===== src/rtl/ram64_stream_reader_pkg.sv =====
// Shared constants and state encoding for the 64-word RAM burst reader.
package ram64_stream_reader_pkg;

  localparam int AW    = 6;
  localparam int DW    = 16;
  localparam int DEPTH = 1 << AW;

  typedef enum logic [0:0] {
    IDLE = 1'b0,
    RUN  = 1'b1
  } state_t;

endpackage


===== src/rtl/ram64_stream_reader_if.sv =====
// Output stream bundle of the burst reader.
// Handshake: a word moves on a rising edge where OVLD and ORDY are both 1; while
// OVLD=1 and ORDY=0 the master holds OD/OLAST stable, and OLAST is meaningful only with OVLD.
interface ram64_stream_reader_if #(
  parameter int DW = ram64_stream_reader_pkg::DW
);

  logic [DW-1:0] OD;
  logic          OVLD;
  logic          ORDY;
  logic          OLAST;

  modport master (output OD, output OVLD, output OLAST, input ORDY);
  modport slave  (input OD, input OVLD, input OLAST, output ORDY);

endinterface


===== src/rtl/ram64_rd_ctr.sv =====
// Next-fetch address and remaining-word counter; both wrap modulo 2^AW.
module ram64_rd_ctr #(
  parameter int AW = ram64_stream_reader_pkg::AW
) (
  input  logic          clk,
  input  logic          rst,
  input  logic          ld,
  input  logic [AW-1:0] ld_addr,
  input  logic [AW-1:0] ld_cnt,
  input  logic          step,
  output logic [AW-1:0] addr,
  output logic          zero
);

  logic [AW-1:0] cnt;

  always_ff @(posedge clk) begin
    if (rst) begin
      addr <= '0;
      cnt  <= '0;
    end else if (ld) begin
      addr <= ld_addr;
      cnt  <= ld_cnt;
    end else if (step) begin
      addr <= addr + 1'b1;
      cnt  <= cnt - 1'b1;
    end
  end

  assign zero = (cnt == '0);

endmodule


===== src/rtl/ram64_stream_reader.sv =====
// Burst reader: streams LEN+1 consecutive words from an external async-read RAM,
// starting at SA, through a one-word output register with valid/ready flow control.
module ram64_stream_reader #(
  parameter int AW = ram64_stream_reader_pkg::AW,
  parameter int DW = ram64_stream_reader_pkg::DW
) (
  input  logic                            CLK,
  input  logic                            RST,
  input  logic                            START,
  input  logic [AW-1:0]                   SA,
  input  logic [AW-1:0]                   LEN,
  input  logic                            ABORT,
  output logic [AW-1:0]                   AB,
  input  logic [DW-1:0]                   YB,
  output logic                            BUSY,
  output ram64_stream_reader_pkg::state_t dbg_state,
  ram64_stream_reader_if.master           os
);

  import ram64_stream_reader_pkg::*;

  state_t        state;
  logic [DW-1:0] od;
  logic          ovld;
  logic          olast;
  logic          more;
  logic          start_ok;
  logic          load_run;
  logic [AW-1:0] addr;
  logic          zero;

  // The START edge already captures mem[SA] through the AB bypass, so the
  // counter is loaded one word ahead: addr holds the next address to fetch.
  always_comb begin
    start_ok = (state == IDLE) && START && !ABORT;
    load_run = (state == RUN) && !ABORT && more && (!ovld || os.ORDY);
    AB       = (state == IDLE) ? SA : addr;
  end

  ram64_rd_ctr #(.AW(AW)) u_ctr (
    .clk     (CLK),
    .rst     (RST),
    .ld      (start_ok),
    .ld_addr (SA + 1'b1),
    .ld_cnt  (LEN - 1'b1),
    .step    (load_run),
    .addr    (addr),
    .zero    (zero)
  );

  always_ff @(posedge CLK) begin
    if (RST) begin
      state <= IDLE;
      od    <= '0;
      ovld  <= 1'b0;
      olast <= 1'b0;
      more  <= 1'b0;
    end else begin
      case (state)
        IDLE: begin
          if (start_ok) begin
            state <= RUN;
            od    <= YB;
            ovld  <= 1'b1;
            olast <= (LEN == '0);
            more  <= (LEN != '0);
          end
        end
        RUN: begin
          if (ABORT) begin
            state <= IDLE;
            ovld  <= 1'b0;
            olast <= 1'b0;
            more  <= 1'b0;
          end else if (load_run) begin
            od    <= YB;
            ovld  <= 1'b1;
            olast <= zero;
            more  <= !zero;
          end else if (ovld && os.ORDY) begin
            ovld <= 1'b0;
            if (olast) begin
              olast <= 1'b0;
              state <= IDLE;
            end
          end
        end
        default: state <= IDLE;
      endcase
    end
  end

  assign os.OD    = od;
  assign os.OVLD  = ovld;
  assign os.OLAST = olast;
  assign BUSY     = (state == RUN);
  assign dbg_state = state;

endmodule


===== src/flat_wrapper.sv =====
// flat-port wrapper written by rule: the top's interface ports become plain ports
module ram64_stream_reader_flat import ram64_stream_reader_pkg::*;
#(
  parameter int AW = ram64_stream_reader_pkg::AW,
  parameter int DW = ram64_stream_reader_pkg::DW
)
  (CLK, RST, START, SA, LEN, ABORT, AB, YB, BUSY, dbg_state, os_OD, os_OVLD, os_OLAST, os_ORDY);
  ram64_stream_reader_if #(.DW(DW)) os_i ();
  input  logic CLK;
  input  logic RST;
  input  logic START;
  input  logic [AW-1:0] SA;
  input  logic [AW-1:0] LEN;
  input  logic ABORT;
  output logic [AW-1:0] AB;
  input  logic [DW-1:0] YB;
  output logic BUSY;
  output ram64_stream_reader_pkg::state_t dbg_state;
  output wire logic [$bits(os_i.OD)-1:0] os_OD;
  output wire logic [$bits(os_i.OVLD)-1:0] os_OVLD;
  output wire logic [$bits(os_i.OLAST)-1:0] os_OLAST;
  input wire logic [$bits(os_i.ORDY)-1:0] os_ORDY;
  assign os_OD = os_i.OD;
  assign os_OVLD = os_i.OVLD;
  assign os_OLAST = os_i.OLAST;
  assign os_i.ORDY = os_ORDY;
  ram64_stream_reader #(.AW(AW), .DW(DW)) u_core (.CLK(CLK), .RST(RST), .START(START), .SA(SA), .LEN(LEN), .ABORT(ABORT), .AB(AB), .YB(YB), .BUSY(BUSY), .dbg_state(dbg_state), .os(os_i));
endmodule

===== config.mk =====
export PLATFORM = sky130hd
export DESIGN_NAME = ram64_stream_reader_flat
export DESIGN_NICKNAME = d
export VERILOG_FILES = /design/src/rtl/ram64_stream_reader_pkg.sv /design/src/rtl/ram64_stream_reader_if.sv /design/src/rtl/ram64_rd_ctr.sv /design/src/rtl/ram64_stream_reader.sv /design/src/flat_wrapper.sv
export SDC_FILE = /design/constraint.sdc
export NUM_CORES = 1
export LEC_CHECK = 0
export ABC_AREA = 1
export BUFFER_PORTS_ARGS = -buffer_cell sky130_fd_sc_hd__buf_2
export CAP_MARGIN = 30
export CORE_UTILIZATION = 45
export CTS_BUF_LIST = sky130_fd_sc_hd__clkbuf_2 sky130_fd_sc_hd__clkbuf_4 sky130_fd_sc_hd__clkbuf_8
export CTS_CLUSTER_SIZE = 16
export DETAILED_ROUTE_END_ITERATION = 16
export GPL_ROUTABILITY_DRIVEN = 0
export PLACE_DENSITY = 0.75
export SYNTH_ARGS = -nofsm -noshare
export SYNTH_HDL_FRONTEND = slang
export SYNTH_SLANG_ARGS = --single-unit

===== constraint.sdc =====
create_clock -name CLK -period 1.5 [get_ports CLK]
set_input_delay 0.3 -clock CLK [delete_from_list [all_inputs] [get_ports CLK]]
set_output_delay 0.3 -clock CLK [all_outputs]
set_load 0.01 [all_outputs]

==> results.toml, run 1 <==
[placement]
numPortBuffers = 58
dpl_cell_area_mm2 = 0.00217
hpwlAfterDp_um = 3050

[route]
1st_pass_router_iterations = 7
vias = 1884
postRouteWirelength_um = 4260
route.detailed.wl_per_inst_um = 11.2
drcViolationCount = 0
avgViaCountPerCell = 4.93
antenna_left = 0
drtIter0Drc = 157

[power]
total_leakage_power_nw = 1.18
power.ir.vdd_worst_mv = 0.805
pwr_density_cell_mw_per_mm2 = 977

[logic_synthesis]
netlist.area_leader.share = 0.365
netlist_area_mm2 = 0.00175
synth-seq-area-share = 0.365
yosys_warnings = 0
synthesis.instances = 264
netlist-cell-type-count = 29
synthTopCellsByArea = "sky130_fd_sc_hd__dfxtp_1, sky130_fd_sc_hd__nand2_1, sky130_fd_sc_hd__a21oi_1"
avgSynthCellArea_um2 = 6.64
synth-seq-cells = 32
synth.net_count = 299
synth_area_leader_cell = "sky130_fd_sc_hd__dfxtp_1"

[timing]
drv_slew = 0
max_clk_rate_ghz = 0.680
finalClockSkew_ps = 4.30
worst_slew_pin_slew_ps = 375
worst_slew_margin_rel = 0.750
finish_stage_setup_viols = 0
grt_setup_unrepaired = "yes"
fin_crit_ps = 1470
final_hold_viol_count = 0
timing.hold.ws_ps = 256
timing.final.crit_share = 0.980

[setup_path]
crit_buf_inv = 2
worstSetupPathType = "reg2out"
worst-endpoint-required_ps = 1200
worst-endpoint-arrival_ps = 1170
cp-start-kind = "register"
critical_path.endpoint_type = "output port"
critical_path_slowest_stage_cell = "sky130_fd_sc_hd__dfxtp_4"
critical_path.cell_chain = "buf_4 > o21ai_0 > buf_2"
critPathTopFamily = "flip-flops"
cp_slowest_stage_delay_ps = 360
critical_path_fanouts_max = 12
rrSetupSlack_ps = 70

[final_layout]
insertedDiodeCount = 0
final_core_util = 0.639
filler_cell_count = 352
layout_commonest_cell = "sky130_fd_sc_hd__nand2_1"
area_grow_syn2layout_pct = 34.5
post_route_cells_drive_above_1_share = 0.329
final_design_area_no_fill_mm2 = 0.00236
layout_common_cells = "sky130_fd_sc_hd__nand2_1, sky130_fd_sc_hd__buf_2, sky130_fd_sc_hd__dfxtp_1, sky130_fd_sc_hd__inv_1, sky130_fd_sc_hd__a21oi_1"
nets = 368

[clock_tree]
cts_root_buf = "sky130_fd_sc_hd__clkbuf_8"
cts_inserted_buffers = 5
cts_hold_buf = 0
cts_setup_buffers = 0
cts.htree.levels = 2
clk-insertion-delay-late_ps = 290
cts_num_sinks = 32
worst_setup_hold_path_clk_slew_ps = 70
cts_tree = "yes"
clockBufferDepth = 2

[global_route]
pin_count_of_the_biggest_net_entering_global_routing = 28
grt.total_usage = 0.212
antenna_found_initial = 0
grt-ovfl-total = 0
grt_first_pass_wirelength_um = 6920
first_global_vias = 1681

[die]
row_count = 22
die_outline_area_mm2 = 0.00415
die_y_extent_um = 64.4
boundaryPins = 59
start_util = 0.476
chip_width_um = 64.4
core_mm2 = 0.00369

[status]
outcome = "finished clean"

[hold_path]
worst_hold_path_type = "in2reg"

[flow_run]
cap_viol_max_count = 0
-- cell usage after synthesis, drive strengths merged --
library cell	number
o21ai	22
a211oi	1
nand2	89
nand3	17
or2	2
clkbuf	4
dfxtp	32
mux2	1
a21oi	26
nand3b	1
nor2	17
o21bai	2
inv	33
buf	9
nand4	4
o211ai	2
ha	2
-- flip-flops by register name, summed over array words and instances (netlist names) --
register           count
u_core.u_ctr.cnt       6
u_core.os.OD          16
u_core.os.OLAST        1
u_core.u_ctr.addr      6
u_core.BUSY            1
u_core.more            1
u_core.os.OVLD         1
-- area by class of cell --
class                      count  area, um^2  area share
multi-input combinational    187         958       0.406
sequential                    32         644       0.273
timing repair buffer          74         453       0.192
inverter                      33         131      0.0557
clock buffer                   6        76.3      0.0324
tap                           48        60.1      0.0255
clock inverter                 2        35.0      0.0149
-- worst register-to-register path: cells and delay by family (launching register included) --
kind | cells | cell delay (ps)
and+or+nand+nor | 4 | 340
AOI/OAI and AO/OA | 2 | 310
DFF | 1 | 360
adders and majority gates | 1 | 210
buffers and inverters | 2 | 130
-- per-layer routing --
layer / track usage / vias to the layer above / wire length [um]
met1: 0.253 / 852 / 1870
met3: 0.0423 / 10 / 222
li1: - / 979 / -
met4: 0.0889 / 0 / 70
met2: 0.368 / 43 / 2100
met5: 0 / - / 0
-- power breakdown --
part	leakage (nW)	internal (mW)	switching, mW	total (mW)
combinational	0.859	0.229	0.301	0.530
sequential	0.263	0.905	0.0365	0.942
clock	0.0586	0.510	0.322	0.833
total	1.18	1.64	0.660	2.30
-- logic make-up after synthesis --
group,Yosys count,synth area share
AND/OR/NAND/NOR,130,0.320
flip-flops,32,0.365
AO/OA/AOI/OAI,53,0.173
adder cells (fa/ha/maj),2,0.0143
multiplexers,1,0.00642
buffers and inverters,46,0.121
-- stage by stage --
step / power, mW / cells / setup WS [ps] / TNS [ps]
2_1_floorplan: 1.28 / 264 / -54.2 / -54.2
3_5_place_dp: 1.46 / 372 / -108 / -497
4_1_cts: 2.29 / 381 / 47.2 / 0
3_3_place_gp: 1.45 / 372 / -46.3 / -172
6_report: 2.30 / 382 / 29.7 / 0
5_1_grt: 2.42 / 382 / -62.7 / -62.7
-- path summary, 6_finish.rpt --
check                         from                   to  depth (start not counted)
setup / recovery       u_core.BUSY                AB[2]                          3
hold / removal              YB[13]     u_core.os.OD[13]                          3
setup reg to reg       u_core.BUSY  u_core.u_ctr.cnt[4]                          9
hold reg to reg   u_core.os.OD[12]     u_core.os.OD[12]                          2
-- what timing repair did --
action	4_1_cts	5_1_grt
setup endpoints to repair	4	10
gates resized for setup	0	10
pin swaps	1	1
gates cloned	1	1
No activity file was read; power rests on OpenSTA's default activity.
==> run 2: changes to the inputs <==
Settings changed: CELL_PAD_IN_SITES_DETAIL_PLACEMENT set to 0, CELL_PAD_IN_SITES_GLOBAL_PLACEMENT set to 2, CORE_UTILIZATION 45 to 24, PLACE_DENSITY 0.75 to unset, PLACE_DENSITY_LB_ADDON set to 0.1.
==> run 2 against run 1 <==
The run now ends with setup timing left. Wire length rose by 23%. Sequential share of layout area fell by 2.0 points. Register-to-register slack got worse by 80 ps. Utilization fell by 27 points. Critical endpoint is now u_core.u_ctr.cnt[4]. Flip-flop and latch count did not move. Final area rose by 7.9%. Fmax fell by 2.6%. Clock skew rose by 6.6 ps. Critical path depth rose by 6. Global-route usage fell by 6.5 points. Hold slack got worse by 2.9 ps. Highest routed layer unchanged.
==> results.toml, run 2 (synthesis gave the netlist of run 1 again) <==
[status]
outcome = "complete, but fails checks"
failed_checks = "setup timing"

[setup_path]
critical_path.endpoint_type = "register"
critical_path_fanouts_max = 7
worst-endpoint-arrival_ps = 1690
cp-start-kind = "register"
worstSetupPathType = "reg2reg"
worst-endpoint-required_ps = 1680

[timing]
setup_ws_ps = -9.48
finalClockSkew_ps = 10.9
grt_setup_unrepaired = "yes"
final_hold_viol_count = 0
setup_tns_ps = -9.48
finish_stage_setup_viols = 1
worst_slew_pin_slew_ps = 252
timing.hold.ws_ps = 254
drv_slew = 0
worst_slew_margin_rel = 0.830
fin_crit_ps = 1510
timing.final.crit_share = 1.01
max_clk_rate_ghz = 0.662

[power]
pwr_density_cell_mw_per_mm2 = 903
total_leakage_power_nw = 1.23
power.ir.vdd_worst_mv = 0.315
overall_power_consumption_mw = 2.30

[route]
drcViolationCount = 0
drtIter0Drc = 97
antenna_left = 0
route.detailed.wl_per_inst_um = 12.0
postRouteWirelength_um = 5250
1st_pass_router_iterations = 4
avgViaCountPerCell = 4.32
vias = 1895

[clock_tree]
cts_num_sinks = 32
cts_root_buf = "sky130_fd_sc_hd__clkbuf_8"
cts_inserted_buffers = 5
cts_hold_buf = 0
cts_tree = "yes"
cts.htree.levels = 2
clockBufferDepth = 2
worst_setup_hold_path_clk_slew_ps = 80
clk-insertion-delay-late_ps = 290

[die]
die_outline_area_mm2 = 0.00766
chip_width_um = 87.5
die_y_extent_um = 87.5
boundaryPins = 59
row_count = 30
start_util = 0.253
core_mm2 = 0.00694

[final_layout]
insertedDiodeCount = 0
post_route_cells_drive_above_1_share = 0.376
nets = 378
largest_reg_flops = 16
layout_commonest_cell = "sky130_fd_sc_hd__nand2_1"
layout_common_cells = "sky130_fd_sc_hd__nand2_1, sky130_fd_sc_hd__buf_2, sky130_fd_sc_hd__dfxtp_1, sky130_fd_sc_hd__inv_1, sky130_fd_sc_hd__a21oi_1"
area_grow_syn2layout_pct = 45.1

[global_route]
pin_count_of_the_biggest_net_entering_global_routing = 23
grt.total_usage = 0.147
antenna_found_initial = 0
grt-ovfl-total = 0
first_global_vias = 1796
grt_first_pass_wirelength_um = 8650

[placement]
numPortBuffers = 58
hpwlAfterDp_um = 3680

[hold_path]
worst_hold_path_type = "in2reg"

[flow_run]
cap_viol_max_count = 0
[run 2: cell types whose count changed in the layout (fill, tap and decap cells not counted), sizes merged]
| cell | delta |
|---|---|
| buf | +11 |
| bufinv | -1 |
| clkinv | -1 |
[run 2: layout make-up]
class | instances | area [um^2]
fill | 782 | 4400
multi-input combinational | 187 | 1020
sequential | 32 | 644
timing repair buffer | 84 | 526
inverter | 33 | 134
tap | 96 | 120
clock buffer | 7 | 96.3
[run 2: power by group]
group / internal [mW] / total [mW] / switching (mW)
combinational: 0.270 / 0.610 / 0.340
clock: 0.409 / 0.748 / 0.339
sequential: 0.905 / 0.941 / 0.0360
total: 1.58 / 2.30 / 0.714
[run 2: layer usage]
metal,track usage,up-vias,wire [um]
met4,0.0402,0,57
met3,0.0436,5,267
li1,-,996,-
met2,0.237,42,2320
met5,0,-,0
met1,0.190,852,2600
[run 2: through the flow]
step	cell area [um^2]	utilization	setup WS [ps]	cells
6_report	2540	0.366	-9.48	439
5_1_grt	2540	0.366	-86.3	439
4_1_cts	2440	0.351	2.28	439
3_5_place_dp	2280	0.328	-151	428
3_3_place_gp	2280	0.328	-130	428
2_1_floorplan	1770	-	-54.2	264
[run 2: worst max-delay path, cell delays in order (launching register included)]
cell and delay, ps:
sky130_fd_sc_hd__dfxtp_4 360, sky130_fd_sc_hd__inv_6 80, sky130_fd_sc_hd__nand3_4 150, sky130_fd_sc_hd__o21ai_2 210, sky130_fd_sc_hd__ha_2 210, sky130_fd_sc_hd__nand2_2 80
sky130_fd_sc_hd__nor2_4 90, sky130_fd_sc_hd__nor2_1 40, sky130_fd_sc_hd__o21bai_1 130, sky130_fd_sc_hd__inv_1 40
[run 2: what timing repair did]
| item | in CTS | in global routing |
|---|---|---|
| setup endpoints to repair | 11 | 29 |
| resized for setup | 6 | 30 |
| gates cloned | 1 | 0 |
| pin swaps | 2 | 8 |
| setup buffers | 3 | 0 |
[run 2: path summary, 6_finish.rpt]
| kind | slack, ps | end | cells past startpoint | start |
|---|---|---|---|---|
| worst max-delay path | -9 | u_core.u_ctr.cnt[4] | 9 | u_core.BUSY |
| worst min-delay path | 250 | u_core.os.OD[0] | 3 | YB[0] |
| worst max register to register | -9 | u_core.u_ctr.cnt[4] | 9 | u_core.BUSY |
| worst min register to register | 460 | u_core.os.OD[12] | 2 | u_core.os.OD[12] |
